**config.mk**
```make
export PLATFORM = sky130hd
export DESIGN_NAME = pl_rv32_fetch_unit
export DESIGN_NICKNAME = d
export VERILOG_FILES = /design/src/rtl/pl_rv32_fetch_unit.sv
export SDC_FILE = /design/constraint.sdc
export NUM_CORES = 1
export LEC_CHECK = 0
export CELL_PAD_IN_SITES_DETAIL_PLACEMENT = 0
export CELL_PAD_IN_SITES_GLOBAL_PLACEMENT = 1
export CORE_UTILIZATION = 36
export DETAILED_ROUTE_END_ITERATION = 16
export PLACE_DENSITY = 0.86
export SLEW_MARGIN = 30
export SYNTH_ARGS = -nofsm -noshare
export SYNTH_HDL_FRONTEND = slang
export SYNTH_SLANG_ARGS = --single-unit
```
**constraint.sdc**
```tcl
create_clock -name clk -period 3.3 [get_ports clk]
set_input_delay 0.33 -clock clk [delete_from_list [all_inputs] [get_ports clk]]
set_output_delay 0.33 -clock clk [all_outputs]
set_load 0.05 [all_outputs]
```
**src/rtl/pl_rv32_fetch_unit.sv**
```systemverilog
// ============================================================================
// pl_rv32_fetch_unit
// ----------------------------------------------------------------------------
// Instruction fetch stage of the RV32 pipeline.
//
// The unit holds the PC and requests one instruction word at a time from
// instruction memory. Responses are pushed into a small in-order buffer. The
// head of the buffer is presented to decode with its fields already sliced
// out. A redirect from execute flushes the buffer, discards any response
// still in flight and restarts fetch at the redirect target.
//
// Parameters
//   RESET_VECTOR     PC after reset (word aligned)
//   BUF_DEPTH        instruction buffer entries, 1 or 2
//
// Ports
//   clk              clock, rising edge
//   rst_n            asynchronous active-low reset
//   imem_req_valid   request valid (forced low while rst_n is low)
//   imem_req_ready   memory accepts the request
//   imem_addr        word address of the request, always equal to the PC
//   imem_rsp_valid   single-cycle, in-order response strobe
//   imem_rsp_data    instruction word of the response
//   redirect_valid   execute-stage redirect (branch / jump)
//   redirect_target  new PC
//   id_valid         head instruction valid
//   id_ready         decode consumes the head instruction
//   id_instr         head instruction word
//   id_pc            PC of the head instruction
//   id_opcode/funct3/rd/rs1/rs2   fields sliced from id_instr
//   fetch_fault      sticky misaligned-redirect fault
//
// Configuration macro
//   FETCH_MISALIGN_TRAP_EN
//     defined   : a redirect to a target with bits [1:0] != 0 sets
//                 fetch_fault and parks fetch in FAULT until an aligned
//                 redirect or reset
//     undefined : target bits [1:0] are silently cleared; fetch_fault is 0
// ============================================================================
`timescale 1ns/1ps

module pl_rv32_fetch_unit #(
   parameter logic [31:0] RESET_VECTOR = 32'h0000_0000,
   parameter int unsigned BUF_DEPTH    = 2
) (
   input  logic        clk,
   input  logic        rst_n,
   output logic        imem_req_valid,
   input  logic        imem_req_ready,
   output logic [31:0] imem_addr,
   input  logic        imem_rsp_valid,
   input  logic [31:0] imem_rsp_data,
   input  logic        redirect_valid,
   input  logic [31:0] redirect_target,
   output logic        id_valid,
   input  logic        id_ready,
   output logic [31:0] id_instr,
   output logic [31:0] id_pc,
   output logic [6:0]  id_opcode,
   output logic [2:0]  id_funct3,
   output logic [4:0]  id_rd,
   output logic [4:0]  id_rs1,
   output logic [4:0]  id_rs2,
   output logic        fetch_fault
);

   localparam logic [1:0] LP_DEPTH = BUF_DEPTH[1:0];

   typedef enum logic [1:0] {
      ST_IDLE  = 2'd0,
      ST_WAIT  = 2'd1,
      ST_DROP  = 2'd2
`ifdef FETCH_MISALIGN_TRAP_EN
      ,ST_FAULT = 2'd3
`endif
   } state_t;

   state_t      r_state;
   logic [31:0] r_pc;
   logic [31:0] r_req_pc;
   logic [1:0]  r_count;
   logic [31:0] r_buf_instr [2];
   logic [31:0] r_buf_pc    [2];

   logic [31:0] w_tgt_aligned;
   logic        w_req_valid;
   logic        w_req_fire;
   logic        w_id_valid;
   logic        w_pop;
   logic        w_push;
   logic        w_wr_hi;
   state_t      w_after_rsp;

   assign w_tgt_aligned = {redirect_target[31:2], 2'b00};

`ifdef FETCH_MISALIGN_TRAP_EN
   logic r_fault;
   logic w_tgt_mis;
   logic w_fault_nxt;

   assign w_tgt_mis   = (redirect_target[1:0] != 2'b00);
   // A redirect rewrites the fault flag; otherwise it is sticky.
   assign w_fault_nxt = redirect_valid ? w_tgt_mis : r_fault;
   // Where the FSM lands once nothing is outstanding any more.
   assign w_after_rsp = w_fault_nxt ? ST_FAULT : ST_IDLE;
   assign fetch_fault = r_fault;
`else
   logic [1:0] w_unused_tgt_lsb;

   assign w_unused_tgt_lsb = redirect_target[1:0];
   assign w_after_rsp      = ST_IDLE;
   assign fetch_fault      = 1'b0;
`endif

   // A request may only go out when nothing is outstanding and the
   // response is guaranteed a free buffer slot (count taken before any pop).
   assign w_req_valid = rst_n && (r_state == ST_IDLE) && !redirect_valid &&
                        (r_count < LP_DEPTH);
   assign w_req_fire  = w_req_valid && imem_req_ready;
   assign w_id_valid  = (r_count != 2'd0);
   assign w_pop       = w_id_valid && id_ready;
   assign w_push      = (r_state == ST_WAIT) && imem_rsp_valid;
   // Push slot is the first free entry after this cycle's pop shifts the FIFO.
   assign w_wr_hi     = ((r_count - {1'b0, w_pop}) == 2'd1);

   assign imem_req_valid = w_req_valid;
   assign imem_addr      = r_pc;

   assign id_valid  = w_id_valid;
   assign id_instr  = r_buf_instr[0];
   assign id_pc     = r_buf_pc[0];
   assign id_opcode = r_buf_instr[0][6:0];
   assign id_funct3 = r_buf_instr[0][14:12];
   assign id_rd     = r_buf_instr[0][11:7];
   assign id_rs1    = r_buf_instr[0][19:15];
   assign id_rs2    = r_buf_instr[0][24:20];

   // ------------------------------------------------------------------------
   // Request FSM and PC
   // ------------------------------------------------------------------------
   always_ff @(posedge clk or negedge rst_n) begin
      if (!rst_n) begin
         r_state  <= ST_IDLE;
         r_pc     <= {RESET_VECTOR[31:2], 2'b00};
         r_req_pc <= 32'h0;
`ifdef FETCH_MISALIGN_TRAP_EN
         r_fault  <= 1'b0;
`endif
      end else if (redirect_valid) begin
         r_pc <= w_tgt_aligned;
`ifdef FETCH_MISALIGN_TRAP_EN
         r_fault <= w_tgt_mis;
`endif
         // An outstanding request keeps us in DROP until its response shows
         // up; a response in this very cycle is simply discarded.
         if (((r_state == ST_WAIT) || (r_state == ST_DROP)) && !imem_rsp_valid)
            r_state <= ST_DROP;
         else
            r_state <= w_after_rsp;
      end else begin
         case (r_state)
            ST_IDLE: begin
               if (w_req_fire) begin
                  r_req_pc <= r_pc;
                  r_pc     <= r_pc + 32'd4;
                  r_state  <= ST_WAIT;
               end
            end
            ST_WAIT: begin
               if (imem_rsp_valid)
                  r_state <= ST_IDLE;
            end
            ST_DROP: begin
               if (imem_rsp_valid)
                  r_state <= w_after_rsp;
            end
`ifdef FETCH_MISALIGN_TRAP_EN
            ST_FAULT: r_state <= ST_FAULT;
`endif
            default: r_state <= ST_IDLE;
         endcase
      end
   end

   // ------------------------------------------------------------------------
   // Instruction buffer: entry 0 is always the head, a pop shifts entry 1 down
   // ------------------------------------------------------------------------
   always_ff @(posedge clk or negedge rst_n) begin
      if (!rst_n) begin
         r_count        <= 2'd0;
         r_buf_instr[0] <= 32'h0;
         r_buf_instr[1] <= 32'h0;
         r_buf_pc[0]    <= 32'h0;
         r_buf_pc[1]    <= 32'h0;
      end else if (redirect_valid) begin
         r_count <= 2'd0;
      end else begin
         r_count <= r_count + {1'b0, w_push} - {1'b0, w_pop};
         if (w_pop) begin
            r_buf_instr[0] <= r_buf_instr[1];
            r_buf_pc[0]    <= r_buf_pc[1];
         end
         // Placed after the shift so a push into slot 0 wins over it.
         if (w_push) begin
            if (w_wr_hi) begin
               r_buf_instr[1] <= imem_rsp_data;
               r_buf_pc[1]    <= r_req_pc;
            end else begin
               r_buf_instr[0] <= imem_rsp_data;
               r_buf_pc[0]    <= r_req_pc;
            end
         end
      end
   end

endmodule
```
==> summary.md <==
| Metric | Value |
|---|---|
| HPWL after DPL | 13,210 um |
| Antenna violations before repair | 0 |
| Io pins | 194 |
| CTS tree | yes |
| Congestion Overflow GR | 0 |
| M3 GR Usage | 3.506% |
| Avg Cell Area, Syn | 10.61 sq um |
| Site row count | 57 |
| Pwr dens | 977.3 nW/um^2 |
| Fillers | 2,274 |
| HP Class | in -> async |
| Synth Flop Type | dfrtp_1 |
| Final #Nets | 1,014 |
| Met2 usage | 24.11% |
| Clock Pin Slew Worst Setup and Hold Paths | 0.08 ns |
| EDFF count, synth | 0 |
| Avg WL per Cell | 15.54 um |
| Die X | 160.2 um |
| Yosys reg bits | 190 |
| Buf+Inv Stages, Crit Path | 2 |
| Max Cap Viol | 0 |
| Cells after DPL | 1,242 |
| RePlAce Congestion | 0.8011 |
| ANT cells | 0 |
| Unique masters post-synth | 45 |
| Register area share after synthesis | 52.74% |
| Crit path max fanout | 126 |
| Final worst-path cycle share | 82.77% |
| Clock skew | 0.01121 ns |
| Leakage | 5.336 nW |
| Final WL | 19,810 um |
| Setup Viol. Count Final | 0 |
| Die H | 160.2 um |
| Max VDD drop | 0.0005731 V |
| Final Max Tran Viols | 0 |
| Worst-margin pin slew | 0.6819 ns |
| F_max | 366.1 MHz |
| Outcome | finished clean |
| Slowest-stage cell, CP | dfrtp_1 |
| Post-CTS setup buffers | 0 |
| DR iter-0 viols | 301 |
| Vias in the first global route | 6,052 |
| Slowest stage delay, CP | 0.46 ns |
| Clock buffer depth | 2 |
| First-pass GRT wire length | 32,330 um |
| Largest net degree at the start of global routing | 127 |
| Root buf cell | clkbuf_16 |
| Crit. End Element | register |
| Yosys warns | 0 |
| Unrepaired setup endpoints after global routing | no |
| Design area | 11,230 sq um |
| Htree depth | 4 |
| Placed Area | 10,590 sq um |
| CP Launch Type | register |
| Port Buffers | 188 |
| GRT met1 Usage | 22.72% |
| CP Class | reg -> reg |
| Cells along the critical path | or2_2 > nand2_1 > inv_1 > ha_1 > xor2_1 > o21bai_4 > a21oi_4 > buf_12 > nor2_1 > a21oi_1 |
| Most frequent cells in the layout | dfrtp_1, clkdlybuf4s50_1, nand2_1 |
| Cells after Synth | 850 |
| CP arrival | 3.08 ns |
| Sum Neg Setup Slack | 0 ns |
| Vias | 6,122 |
| Worst-Skew Late Latency | 0.43 ns |
| Slew Limit Headroom | 54.54% |
| Non-Filler Instances | 1,275 |
| Die area | 25,680 sq um |
| CTS sink cnt | 190 |
| Final hold violations | 0 |
| Detailed-router iteration count before antenna repair | 4 |
| Required time of the critical path | 3.65 ns |
| DRC Markers | 0 |
| Core region area | 24,460 sq um |
| Global routing's busiest layer | met2 |
| Detail Route Antenna Nets | 0 |
| Synth Cell Area | 9015 sq um |
| Tmin final | 2.731 ns |
| Vias per cell | 4.802 |
| CTS Buf Count | 17 |
| Fin Hold WS | 0.3305 ns |
| Cell family with most CP delay | simple AND/OR/NAND/NOR gates |
| Fraction of registers with async set/reset | 100.0% |
| Commonest non-fill, non-tap cell in the layout | dfrtp_1 |
| Initial core utilization | 36.85% |
| Layout overhead on the synthesized area | 24.61% |
| GRT Overall Usage | 15.97% |
| Share of cells above drive strength 1 | 11.78% |
[flip-flops by register name (all words and copies together) (netlist names)]
name	flops
id_instr	32
id_pc	32
imem_addr	30
r_buf_instr	32
r_buf_pc	30
r_count	2
r_req_pc	30
r_state	2
[final cells by class]
cell class	instances	area, sq um	share of cell area [%]
clock buffer	17	425.4	3.787
tap	324	405.4	3.609
multi-input combinational	520	3382	30.11
inverter	9	33.78	0.3007
timing repair buffer	200	2029	18.07
sequential	190	4755	42.33
clock inverter	15	202.7	1.804
[kinds of logic (layout without fill, tap and decap cells)]
| kind of cell | Yosys count | count (layout) | share of synthesized area (%) |
|---|---|---|---|
| buffers and inverters | 142 | 241 | 10.13 |
| and+or+nand+nor | 252 | 252 | 12.26 |
| adders and majority gates | 6 | 6 | 0.8327 |
| AOI/OAI and AO/OA | 108 | 108 | 6.648 |
| other | 1 | 3 | 0.04160 |
| DFF | 190 | 190 | 52.74 |
| xor gates and xnor gates | 23 | 23 | 2.235 |
| muxes | 128 | 128 | 15.11 |
[metrics by stage]
stage          power, mW  util [%]  setup WS (ns)
2_1_floorplan      7.915         -         0.7273
3_3_place_gp       8.803     43.30         0.6613
3_5_place_dp       8.918     43.30         0.5505
4_1_cts            11.11     45.91         0.5563
5_1_grt            11.59     45.92         0.3838
6_report           10.98     45.92         0.5685
[synthesized netlist by cell type, types with 11 or more instances]
cell type / instances / area (sq um)
nand4_1: 13 / 81.33
nand2_1: 115 / 431.7
nor2_1: 76 / 285.3
o21ai_0: 23 / 115.1
xnor2_1: 12 / 105.1
buf_2: 28 / 140.1
nand3_1: 13 / 65.06
mux2i_1: 63 / 630.6
buf_4: 92 / 690.7
dfrtp_1: 190 / 4755
a21oi_1: 67 / 335.3
clkbuf_1: 12 / 45.04
mux2_2: 60 / 675.7
xor2_1: 11 / 96.34
[worst reg2reg max path, cell delays in order (launching register included)]
cell      delay, ns
dfrtp_1        0.46
or2_2          0.36
nand2_1        0.14
inv_1          0.08
ha_1           0.19
xor2_1         0.39
o21bai_4       0.13
a21oi_4        0.19
buf_12         0.42
nor2_1         0.17
a21oi_1        0.14
[repair_timing]
| item | CTS | global route |
|---|---|---|
| endpoints found under the setup margin | 0 | 0 |
| gates resized for setup | 0 | 0 |
| hold buffers | 1 | 0 |
| hold endpoints to repair | 22 | 0 |
[layer usage]
metal	routed length (um)	share of wire (%)	vias to the layer above
li1	-	-	2988
met1	9910	50	2935
met2	8741	44	184
met3	901	4.5	15
met4	256	1.3	0
met5	0	0	-
[where the power goes]
part	internal (mW)	switching, mW
registers	3.16	0.566
clock network	1.16	0.992
logic	1.78	3.32
[final timing paths]
| path | from | to | slack, ns | cells past startpoint |
|---|---|---|---|---|
| setup / recovery | r_count[1] | id_instr[9] | 0.57 | 10 |
| hold / removal | rst_n | imem_addr[3] | 0.33 | 2 |
| setup reg to reg | r_count[1] | id_instr[9] | 0.57 | 10 |
| hold reg to reg | r_buf_pc[7] | r_buf_pc[7] | 0.49 | 1 |
| max in group asynchronous | rst_n | id_instr[5] | 1.47 | 4 |
| min in group clk | redirect_target[22] | imem_addr[22] | 0.45 | 3 |
Power figures use the tool's default switching activity.
==> edit 1, RTL diff (same settings) <==
Reset style: synchronous (`rst_n`), changed in 2 clocked blocks. Comments in the files are not updated.
--- a/src/rtl/pl_rv32_fetch_unit.sv
+++ b/src/rtl/pl_rv32_fetch_unit.sv
@@ -138,7 +138,7 @@
    // ------------------------------------------------------------------------
    // Request FSM and PC
    // ------------------------------------------------------------------------
-   always_ff @(posedge clk or negedge rst_n) begin
+   always_ff @(posedge clk) begin
       if (!rst_n) begin
          r_state  <= ST_IDLE;
          r_pc     <= {RESET_VECTOR[31:2], 2'b00};
@@ -185,7 +185,7 @@
    // ------------------------------------------------------------------------
    // Instruction buffer: entry 0 is always the head, a pop shifts entry 1 down
    // ------------------------------------------------------------------------
-   always_ff @(posedge clk or negedge rst_n) begin
+   always_ff @(posedge clk) begin
       if (!rst_n) begin
          r_count        <= 2'd0;
          r_buf_instr[0] <= 32'h0;
Check against the original RTL: differs if rst_n is asserted again (counterexample within 4 cycles, from zero or initial values and one cycle with rst_n low); with rst_n held inactive, the same outputs for 4 cycles.
==> edit 1 against the unedited design <==
- sequential cell count down 2
- cell area down 4.4%
- cell count down 11%
- critical path depth down 3
- synthesized cell count down 19%
- count of clock-buffer cells in the layout unchanged
- worst setup slack better by 0.20 ns
- wire length down 8.5%
- synthesized area down 8.6%
- largest cell class unchanged
Power is not compared: it rests on default switching activity, and its combinational part moved more than twofold at a synthesized area within 25%.
==> edit 1: results (changes against the unedited design) <==
* Antenna violations before repair at 0 (unchanged)
* R2R cell count at 7 (was 10)
* WL/cell at 16.0 um (was 15.5 um)
* Critical Path AT at 2.70 ns (was 3.08 ns)
* R2r startpoint: r_count[1] (unchanged)
* Place WS at 0.339 ns (was 0.551 ns)
* CP max-delay cell: buf_4 (was dfrtp_1)
* Worst VDD drop at roughly 0.43 mV
* CP Class: reg2reg (unchanged)
* Largest net degree at the start of global routing at 66 (was 127)
* IO Port Bufs at 186 (was 188)
* Cells after synthesis at 689 (was 850)
* DR vias at 5639 (was 6122)
* Global routing usage on met1 at 21.5% (was 22.7%)
* Post-synth EDFFs at 124 (was 0)
* WL met3 at 1160 um (was 901 um)
* First-pass GRT wire length at 29100 um (was 32300 um)
* Vias in the first global route at 5364 (was 6052)
* DRT met1 WL at 8650 um (was 9910 um)
* Placed cell area at 10200 um2 (was 10600 um2)
* Routed wl met2 at 8130 um (was 8740 um)
* Seq/Total Area, Yosys at 60.8% (was 52.7%)
* CP endpoint: r_buf_instr[0][11] (was id_instr[9])
* Status: finished, final reports clean (unchanged)
* Met3 Usage GRT at 4.68% (was 3.51%)
* Class of the worst hold path: in2reg (was in2async)
* Pre-antenna DRT Iters at 7 (was 4)
* Async SR Flop Fraction at 0% (was 100%)
* Skew final at 0.0118 ns (was 0.0112 ns)
* Worst R2R Setup Slack at 0.76 ns (was 0.57 ns)
* DR iter-0 viols at 312 (was 301)
* Fin cells at 1131 (was 1275)
* Max Freq at 0.394 GHz (was 0.366 GHz)
* Grt met2 use at 23.9% (was 24.1%)
* GRT Util Overall at 15.7% (was 16.0%)
* Share of post-route cells with drive strength above 1 at 7.17% (was 11.8%)
* Top cells by area, synth: edfxtp_1 45%, dfxtp_1 16%, a22o_1 7.0% (was dfrtp_1 53%, buf_4 7.7%, mux2_2 7.5%)
* Post-synth top cells: 124 x edfxtp_1, 89 x nand2_1, 66 x a22o_1 (was 190 x dfrtp_1, 115 x nand2_1, 92 x buf_4)
* Detail Placement HPWL at 12100 um (was 13200 um)
* GP Congestion at 0.802 (was 0.801)
* Synth unique cells at 55 (was 45)
* CTS Hold Bufs at 0 (was 1)
* Worst-path fanout max at 63 (was 126)
* Fill cells at 2025 (was 2274)
* Delay of the slowest critical-path stage at 0.59 ns (was 0.46 ns)
* Number of nets in the layout at 912 (was 1014)
[edit 1: changes by cell type after synthesis, sizes merged, moves of 65 or more]
cell	delta
a22o	+66
dfrtp	-190
and2	+65
nor2	-65
edfxtp	+124
buf	-70
[edit 1: how the worst min path moves through the flow]
stage,endpoint,slack [ns],depth (start not counted)
floorplan,r_req_pc[11],0.44,2
global placement,r_req_pc[8],0.46,2
detailed placement,r_req_pc[22],0.47,2
CTS,r_count[0],0.38,3
global route,r_count[0],0.39,3
finish,r_count[0],0.41,3
[edit 1: cell families after synthesis]
kind of cell | Yosys count | share of synthesized area [%]
AND/OR/NAND/NOR | 230 | 15.4
flip-flops | 188 | 60.8
AO/OA/AOI/OAI | 160 | 14.4
buffers and inverters | 80 | 5.91
XOR/XNOR | 24 | 2.55
adder cells (fa/ha/maj) | 4 | 0.608
multiplexers | 2 | 0.258
other | 1 | 0.0455
[edit 1: worst max-delay path: cells and delay by family, from the launching register on]
| kind | cells | cell delay [ns] |
|---|---|---|
| AND/OR/NAND/NOR | 3 | 0.38 |
| AO/OA/AOI/OAI | 2 | 0.49 |
| buffers and inverters | 2 | 0.93 |
| flip-flops | 1 | 0.45 |
[edit 1: cell type report]
type                    instances  area [um2]  area share, %
clock buffers                  17         425           3.96
clock inverters                15         163           1.51
inverters                       7        26.3          0.245
multi-input cells             425        2780           25.9
flip-flops and latches        188        5000           46.6
well taps                     280         350           3.26
repair buffers                199        1990           18.5
[edit 1: where the power goes]
group / internal, mW / leakage, nW / total (mW) / switching [mW]
clock network: 1.13 / 0.276 / 2.05 / 0.915
registers: 2.59 / 1.80 / 2.67 / 0.0750
logic: 0.252 / 1.75 / 0.693 / 0.441
total: 3.98 / 3.83 / 5.41 / 1.43
==> edit 2, RTL diff (same flow settings) <==
Made on the original files. The option `FETCH_MISALIGN_TRAP_EN` is turned on by a define.
--- a/src/rtl/pl_rv32_fetch_unit.sv
+++ b/src/rtl/pl_rv32_fetch_unit.sv
@@ -38,6 +38,8 @@
 //     undefined : target bits [1:0] are silently cleared; fetch_fault is 0
 // ============================================================================
 `timescale 1ns/1ps
+
+`define FETCH_MISALIGN_TRAP_EN
 
 module pl_rv32_fetch_unit #(
    parameter logic [31:0] RESET_VECTOR = 32'h0000_0000,
Formal check against the unedited RTL: not equivalent (Yosys sat finds a counterexample within 4 cycles, from zero or initial values and one cycle with rst_n low).
==> edit 2 against the unedited design <==
- synthesized area increased by 1.8%
- critical endpoint is now imem_req_valid
- first-iteration DRC count grew 34%
- via count up 2.7%
- sequential cell count rose by 1
- worst setup slack worse by 0.018 ns
- die area increased by 1.8%
- sequential share of layout area decreased by 0.28 points
- total power up 3.6%
- sequential power grew 5.4%
- register-to-register slack improved by 0.13 ns
- global-route usage fell by 0.36 points
- wire length down 0.64%
- cell area up 1.2%
- synthesized cell count rose by 2.5%
==> edit 2: results (changes against the unedited design) <==
* Top cells by area, synth: dfrtp_1 52%, buf_4 7.5%, mux2_2 7.0% (was dfrtp_1 53%, buf_4 7.7%, mux2_2 7.5%)
* Worst VDD drop at 0.559 mV (was 0.573 mV)
* Multi-input combinational area share at 30.8% (was 30.1%)
* FF+latch count, synth at 191 (was 190)
* Detail Placement HPWL at 13500 um (was 13200 um)
* Status: finished, final reports clean (unchanged)
* Signal buffers at 203 (was 200)
* Delay of the slowest critical-path stage at 0.84 ns (was 0.46 ns)
* Placed insts at 1268 (was 1242)
* Worst R2R Setup Slack at 0.70 ns (was 0.57 ns)
* Layout non-clock buf frac at 18.0% (was 18.1%)
* First-pass GRT wire length at 32600 um (was 32300 um)
* WHS at 0.363 ns (was 0.330 ns)
* FF+latch area at 4780 um2 (was 4750 um2)
* Cells after synthesis at 871 (was 850)
* Final wirelength at 19700 um (was 19800 um)
* CP endpoint: imem_req_valid (was id_instr[9])
* Fill cells at 2378 (was 2274)
* Synth unique cells at 53 (was 45)
* GP Congestion at 0.762 (was 0.801)
* Skew final at 0.0125 ns (was 0.0112 ns)
* Worst-path fanout max at 35 (was 126)
* CP Launch Point: rst_n (was r_count[1])
* DR iter-0 viols at 403 (was 301)
* Critical Path AT at 2.42 ns (was 3.08 ns)
## edit 2: cell count changes after synthesis, sizes merged, moves of 7 or more
cell and change:
nand4 -9, xor2 -9, o311ai +14, o211ai +13, nand2 +17, xnor2 -9
o21ai -7
## edit 2: repair_timing
action | 4_1_cts | 5_1_grt
setup endpoints to repair | 0 | 0
resized for setup | 0 | 0
endpoints found under the hold margin | 31 | 0
hold buffers | 1 | 0
## edit 2: routing by layer
| layer | track usage, % | vias to the layer above | share of wire, % |
|---|---|---|---|
| li1 | - | 3086 | - |
| met1 | 23.2 | 3012 | 50 |
| met2 | 23.3 | 178 | 44 |
| met3 | 2.66 | 14 | 4.7 |
| met4 | 4.50 | 0 | 0.98 |
| met5 | 0 | - | 0 |
## edit 2: cell families (layout without fill, tap and decap cells)
logic type	after synthesis	count (layout)	synth area share [%]
buf+inv	145	244	10.1
fa+ha+maj	9	9	1.23
other cells	1	2	0.0409
xor+xnor	5	5	0.477
mux	127	127	14.7
compound gates	133	133	8.74
simple gates	260	260	12.6
flops	191	191	52.1
